`src/rtl/lcd_bus_driver_if.sv`:
```
// Sequencer-to-driver handshake plus the LCD pin bundle.
// The master modport is the sequencer side; the slave modport is the bus driver.
interface lcd_bus_driver_if;
    logic       inStart;
    logic       inRS;
    logic [7:0] inDATA;
    logic       outDone;
    logic [7:0] LCD_DATA;
    logic       LCD_RS;
    logic       LCD_EN;
    logic       LCD_RW;

    modport master (
        output inStart, inRS, inDATA,
        input  outDone, LCD_DATA, LCD_RS, LCD_EN, LCD_RW
    );

    modport slave (
        input  inStart, inRS, inDATA,
        output outDone, LCD_DATA, LCD_RS, LCD_EN, LCD_RW
    );
endinterface

```
`src/rtl/lcd_bus_driver.sv`:
```
// HD44780 write engine: latches one RS/data byte per handshake.
// It then produces a timed LCD_EN strobe (setup / pulse / hold) before signalling done.
//
// state   | meaning
// IDLE    | waiting for inStart, bus holds last written value
// SETUP   | RS/DATA settling before EN rises
// EN_HIGH | EN strobe asserted
// HOLD    | RS/DATA held after EN falls
// DONE    | outDone high until inStart drops
module lcd_bus_driver #(
    parameter int unsigned SETUP_CYC   = 4,
    parameter int unsigned EN_HIGH_CYC = 16,
    parameter int unsigned HOLD_CYC    = 4
) (
    input  logic             clk,
    input  logic             rst,
    lcd_bus_driver_if.slave  bus
);

    typedef enum logic [2:0] {
        S_IDLE    = 3'd0,
        S_SETUP   = 3'd1,
        S_EN_HIGH = 3'd2,
        S_HOLD    = 3'd3,
        S_DONE    = 3'd4
    } state_t;

    localparam logic [7:0] SETUP_LAST = 8'(SETUP_CYC - 1);
    localparam logic [7:0] EN_LAST    = 8'(EN_HIGH_CYC - 1);
    localparam logic [7:0] HOLD_LAST  = 8'(HOLD_CYC - 1);

    state_t     r_state;
    state_t     w_state_nxt;
    logic [7:0] r_count;
    logic [7:0] w_count_nxt;
    logic       r_lcd_en;
    logic       w_lcd_en_nxt;
    logic       r_lcd_rs;
    logic       w_lcd_rs_nxt;
    logic [7:0] r_lcd_data;
    logic [7:0] w_lcd_data_nxt;
    logic       r_done;
    logic       w_done_nxt;
    logic       w_leave;

    always_ff @(posedge clk) begin
        if (rst) begin
            r_state    <= S_IDLE;
            r_count    <= 8'h00;
            r_lcd_en   <= 1'b0;
            r_lcd_rs   <= 1'b0;
            r_lcd_data <= 8'h00;
            r_done     <= 1'b0;
        end else begin
            r_state    <= w_state_nxt;
            r_count    <= w_count_nxt;
            r_lcd_en   <= w_lcd_en_nxt;
            r_lcd_rs   <= w_lcd_rs_nxt;
            r_lcd_data <= w_lcd_data_nxt;
            r_done     <= w_done_nxt;
        end
    end

    always_comb begin
        w_state_nxt = r_state;
        case (r_state)
            S_IDLE:    if (bus.inStart)          w_state_nxt = S_SETUP;
            S_SETUP:   if (r_count == SETUP_LAST) w_state_nxt = S_EN_HIGH;
            S_EN_HIGH: if (r_count == EN_LAST)    w_state_nxt = S_HOLD;
            S_HOLD:    if (r_count == HOLD_LAST)  w_state_nxt = S_DONE;
            S_DONE:    if (!bus.inStart)         w_state_nxt = S_IDLE;
            default:                             w_state_nxt = S_IDLE;
        endcase
    end

    assign w_leave = (w_state_nxt != r_state);

    // Every output change coincides with a state transition, so each edge is keyed off w_leave.
    always_comb begin
        w_lcd_en_nxt   = r_lcd_en;
        w_lcd_rs_nxt   = r_lcd_rs;
        w_lcd_data_nxt = r_lcd_data;
        w_done_nxt     = r_done;
        w_count_nxt    = r_count;
        if (w_leave) begin
            w_count_nxt = 8'h00;
        end else if (r_state == S_SETUP || r_state == S_EN_HIGH || r_state == S_HOLD) begin
            w_count_nxt = r_count + 8'h01;
        end
        case (r_state)
            S_IDLE: if (w_leave) begin
                w_lcd_rs_nxt   = bus.inRS;
                w_lcd_data_nxt = bus.inDATA;
            end
            S_SETUP:   if (w_leave) w_lcd_en_nxt = 1'b1;
            S_EN_HIGH: if (w_leave) w_lcd_en_nxt = 1'b0;
            S_HOLD:    if (w_leave) w_done_nxt   = 1'b1;
            S_DONE:    if (w_leave) w_done_nxt   = 1'b0;
            default: begin
                w_lcd_en_nxt = 1'b0;
                w_done_nxt   = 1'b0;
            end
        endcase
    end

    assign bus.LCD_EN   = r_lcd_en;
    assign bus.LCD_RS   = r_lcd_rs;
    assign bus.LCD_DATA = r_lcd_data;
    assign bus.outDone  = r_done;
    assign bus.LCD_RW   = 1'b0;

endmodule
```
`src/flat_wrapper.sv`:
```
// flat-port wrapper written by rule: the top's interface ports become plain ports
module lcd_bus_driver_flat 
#(
    parameter int unsigned SETUP_CYC   = 4,
    parameter int unsigned EN_HIGH_CYC = 16,
    parameter int unsigned HOLD_CYC    = 4
)
  (clk, rst, bus_inStart, bus_inRS, bus_inDATA, bus_outDone, bus_LCD_DATA, bus_LCD_RS, bus_LCD_EN, bus_LCD_RW);
  lcd_bus_driver_if bus_i ();
  input  logic clk;
  input  logic rst;
  input wire logic [$bits(bus_i.inStart)-1:0] bus_inStart;
  input wire logic [$bits(bus_i.inRS)-1:0] bus_inRS;
  input wire logic [$bits(bus_i.inDATA)-1:0] bus_inDATA;
  output wire logic [$bits(bus_i.outDone)-1:0] bus_outDone;
  output wire logic [$bits(bus_i.LCD_DATA)-1:0] bus_LCD_DATA;
  output wire logic [$bits(bus_i.LCD_RS)-1:0] bus_LCD_RS;
  output wire logic [$bits(bus_i.LCD_EN)-1:0] bus_LCD_EN;
  output wire logic [$bits(bus_i.LCD_RW)-1:0] bus_LCD_RW;
  assign bus_i.inStart = bus_inStart;
  assign bus_i.inRS = bus_inRS;
  assign bus_i.inDATA = bus_inDATA;
  assign bus_outDone = bus_i.outDone;
  assign bus_LCD_DATA = bus_i.LCD_DATA;
  assign bus_LCD_RS = bus_i.LCD_RS;
  assign bus_LCD_EN = bus_i.LCD_EN;
  assign bus_LCD_RW = bus_i.LCD_RW;
  lcd_bus_driver #(.SETUP_CYC(SETUP_CYC), .EN_HIGH_CYC(EN_HIGH_CYC), .HOLD_CYC(HOLD_CYC)) u_core (.clk(clk), .rst(rst), .bus(bus_i));
endmodule
```
`config.mk`:
```
export PLATFORM = sky130hd
export DESIGN_NAME = lcd_bus_driver_flat
export DESIGN_NICKNAME = d
export VERILOG_FILES = /design/src/rtl/lcd_bus_driver_if.sv /design/src/rtl/lcd_bus_driver.sv /design/src/flat_wrapper.sv
export SDC_FILE = /design/constraint.sdc
export NUM_CORES = 1
export LEC_CHECK = 0
export ABC_AREA = 1
export BUFFER_PORTS_ARGS = -buffer_cell sky130_fd_sc_hd__clkbuf_2
export CORE_AREA = 2 2 49 51
export DETAILED_ROUTE_END_ITERATION = 10
export DIE_AREA = 0 0 51 53
export GPL_TIMING_DRIVEN = 0
export PLACE_DENSITY = 0.75
export SETUP_SLACK_MARGIN = 0.2
export SLEW_MARGIN = 20
export SYNTH_ARGS = -nofsm -noshare
export SYNTH_HDL_FRONTEND = slang
export SYNTH_SLANG_ARGS = --single-unit
export TNS_END_PERCENT = 5
```
`constraint.sdc`:
```
create_clock -name clk -period 1.9 [get_ports clk]
set_input_delay 0 -clock clk [delete_from_list [all_inputs] [get_ports clk]]
set_output_delay 0 -clock clk [all_outputs]
set_load 0.02 [all_outputs]
```
==> reports/metrics.cfg <==
[timing]
setup_tns_ns = 0
setup_viol = 0
rsz0062_at_grt = no
slew_violations = 0
hold_violations = 0
finalCritPeriodShare = 0.831
fmax_ghz = 0.634
period_minus_slack_ns = 1.58
whs_ns = 0.424
fin_worst_skew_ns = 0.00454

[setup_path]
worstPathArrival_ns = 1.77
path_class = reg -> reg
cp-start-kind = flop
cp_max_fo = 4
cp_common_cell = nand2_1
reg2regPathDepth = 10
slowest_stage = dfxtp_2
worst_setup_path_end_kind = flop
crit_chain = ha_2 > nand3_1 > nor2_2 > nand2_1 > nand2_1 > nand2_1 > nand3_1 > nand2_1 > nand2_1 > a21oi_1
ff2ff_setup_slack_ns = 0.32
cp_slowest_stage_delay_ns = 0.38
required_ns = 2.09

[synth]
synth.most_common_cell = nand2_1
postSynthAreaPerCell_um2 = 7.34
ys.flop_type = dfxtp_1
synth.top_cells.by_area = dfxtp_1 (41%), nand2_1 (14%), a21oi_1 (7.5%)
syn_area_um2 = 1070
yosys_warnings = 0
yosys_register_bits = 22
async_flop_share = 0
postSynthCellCount = 146
synth_cell_type_count = 26
synth_commonest_cells = nand2_1 (40), dfxtp_1 (22), a21oi_1 (16)
syn-num-nets = 159
synth_top_area_frac = 0.411
synth_seq_area_share = 0.411
synth_top_area_cell = dfxtp_1
synth_edf_count = 0

[hold_path]
holdPathStages = 3
hp-class = in -> reg

[placed_design]
dp_hpwl_um = 1640
place_congestion = 0.847
port_buffers = 22
place_inst = 196

[drt]
via_count = 1051
route.detailed.drc = 0
ant_nets = 0
viasPerCell = 4.98
drt_iter0_markers = 34
first_pass_iters = 4
wl_um = 2340
avgRoutedWirePerCell_um = 11.1

[die]
core_area_um2 = 2150
start_util = 0.499
num_io_pins = 24
die_h_um = 53
rows = 17
die-area_um2 = 2700
dieWidth_um = 51

[status]
outcome = completed

[power]
p_leak_nw = 0.608
ir_drop_mv = 0.497
powerDensity_nw_per_um2 = 709

[global_route]
antenna_found_initial = 0
grt_pass1_wl_um = 3860
grt_pass1_vias = 941
grt_max_degree = 14
grt_usage = 0.190
grt.overflow.total = 0

[layout]
syn_to_final_growth_pct = 29.8
fin_nets = 197
fin_cells = 211
diodes = 0
layout-drive-gt1-share = 0.251

[cts]
clock-root-buffer = clkbuf_4
cts_buffers = 3
clock-sinks = 22
tritoncts = yes
insertion_delay_ns = 0.31
cts_max_path_buffers = 2
path_clk_slew_ns = 0.12
cts_htree_levels = 1

[job]
cap_viol_max_count = 0

[cells by family (layout without fill, tap and decap cells)]
family / count (synthesis) / after routing / share of synthesized area
xor gates and xnor gates: 3 / 3 / 0.0245
and+or+nand+nor: 76 / 76 / 0.353
buffers and inverters: 21 / 58 / 0.0806
DFF: 22 / 22 / 0.411
adders and majority gates: 1 / 1 / 0.0117
AOI/OAI and AO/OA: 22 / 22 / 0.116
other: 1 / 1 / 0.00350
[metrics by stage]
step	setup slack (ns)	util	total power, mW	instance area, µm²
floorplan	0.501	-	0.576	1070
global placement	0.340	0.566	0.610	1220
detailed placement	0.278	0.566	0.614	1220
CTS	0.223	0.642	0.989	1380
global route	0.221	0.647	1.03	1390
finish	0.322	0.647	0.985	1390
[report_power, final]
part / leakage (nW) / switching (mW) / internal, mW
sequential: 0.180 / 0.0122 / 0.477
combinational: 0.400 / 0.0795 / 0.0569
clock: 0.0279 / 0.147 / 0.213
[metal layers]
layer,track usage,vias to the layer above,share of wire
met2,0.329,29,0.50
met1,0.224,478,0.44
met3,0.0424,6,0.041
li1,-,538,-
met5,0,-,0
met4,0.0856,0,0.018
[cell type report]
cell class / instances / area [µm²]
buffer: 3 / 16.3
clock buffer: 3 / 22.5
clock inverter: 1 / 30.0
fill: 181 / 758
inverter: 18 / 70.1
multi-input combinational: 103 / 553
sequential: 22 / 443
tap: 28 / 35.0
timing repair buffer: 33 / 220
[registers in the layout (all words and copies together) (netlist names)]
signal / flops
u_core.bus.LCD_DATA: 8
u_core.bus.LCD_EN: 1
u_core.bus.LCD_RS: 1
u_core.bus.outDone: 1
u_core.r_count: 8
u_core.r_state: 3
[placed cells by master (no fill, tap or decap), types with 3 or more instances in the layout]
cell and instances:
a21oi_1 16, clkbuf_2 22, clkbuf_4 3, dfxtp_1 20, dlygate4sd3_1 11, inv_1 15, nand2_1 40, nand3_1 9
nor2_1 13, o21ai_0 3, xor2_1 3
[worst max-delay path, delay by kind of cell (launching register included)]
| family | cells | cell delay, ns |
|---|---|---|
| AO/OA/AOI/OAI | 1 | 0.06 |
| adder cells (fa/ha/maj) | 1 | 0.21 |
| flip-flops | 1 | 0.38 |
| AND/OR/NAND/NOR | 8 | 0.81 |
[timing repair]
action                                  in CTS  in global routing
hold endpoints to repair                    10                  0
pin swaps                                    0                  2
resized for setup                            1                  5
endpoints found under the setup margin       1                  4
buffers inserted                             0                  0
hold buffers                                11                  0
[worst paths after layout]
path,from,to
max,u_core.r_count[0],u_core.bus.LCD_EN
min,rst,u_core.r_state[2]
max reg2reg,u_core.r_count[0],u_core.bus.LCD_EN
min reg2reg,u_core.bus.LCD_DATA[7],u_core.bus.LCD_DATA[7]
Note: power is estimated with default switching activity, not from simulation.
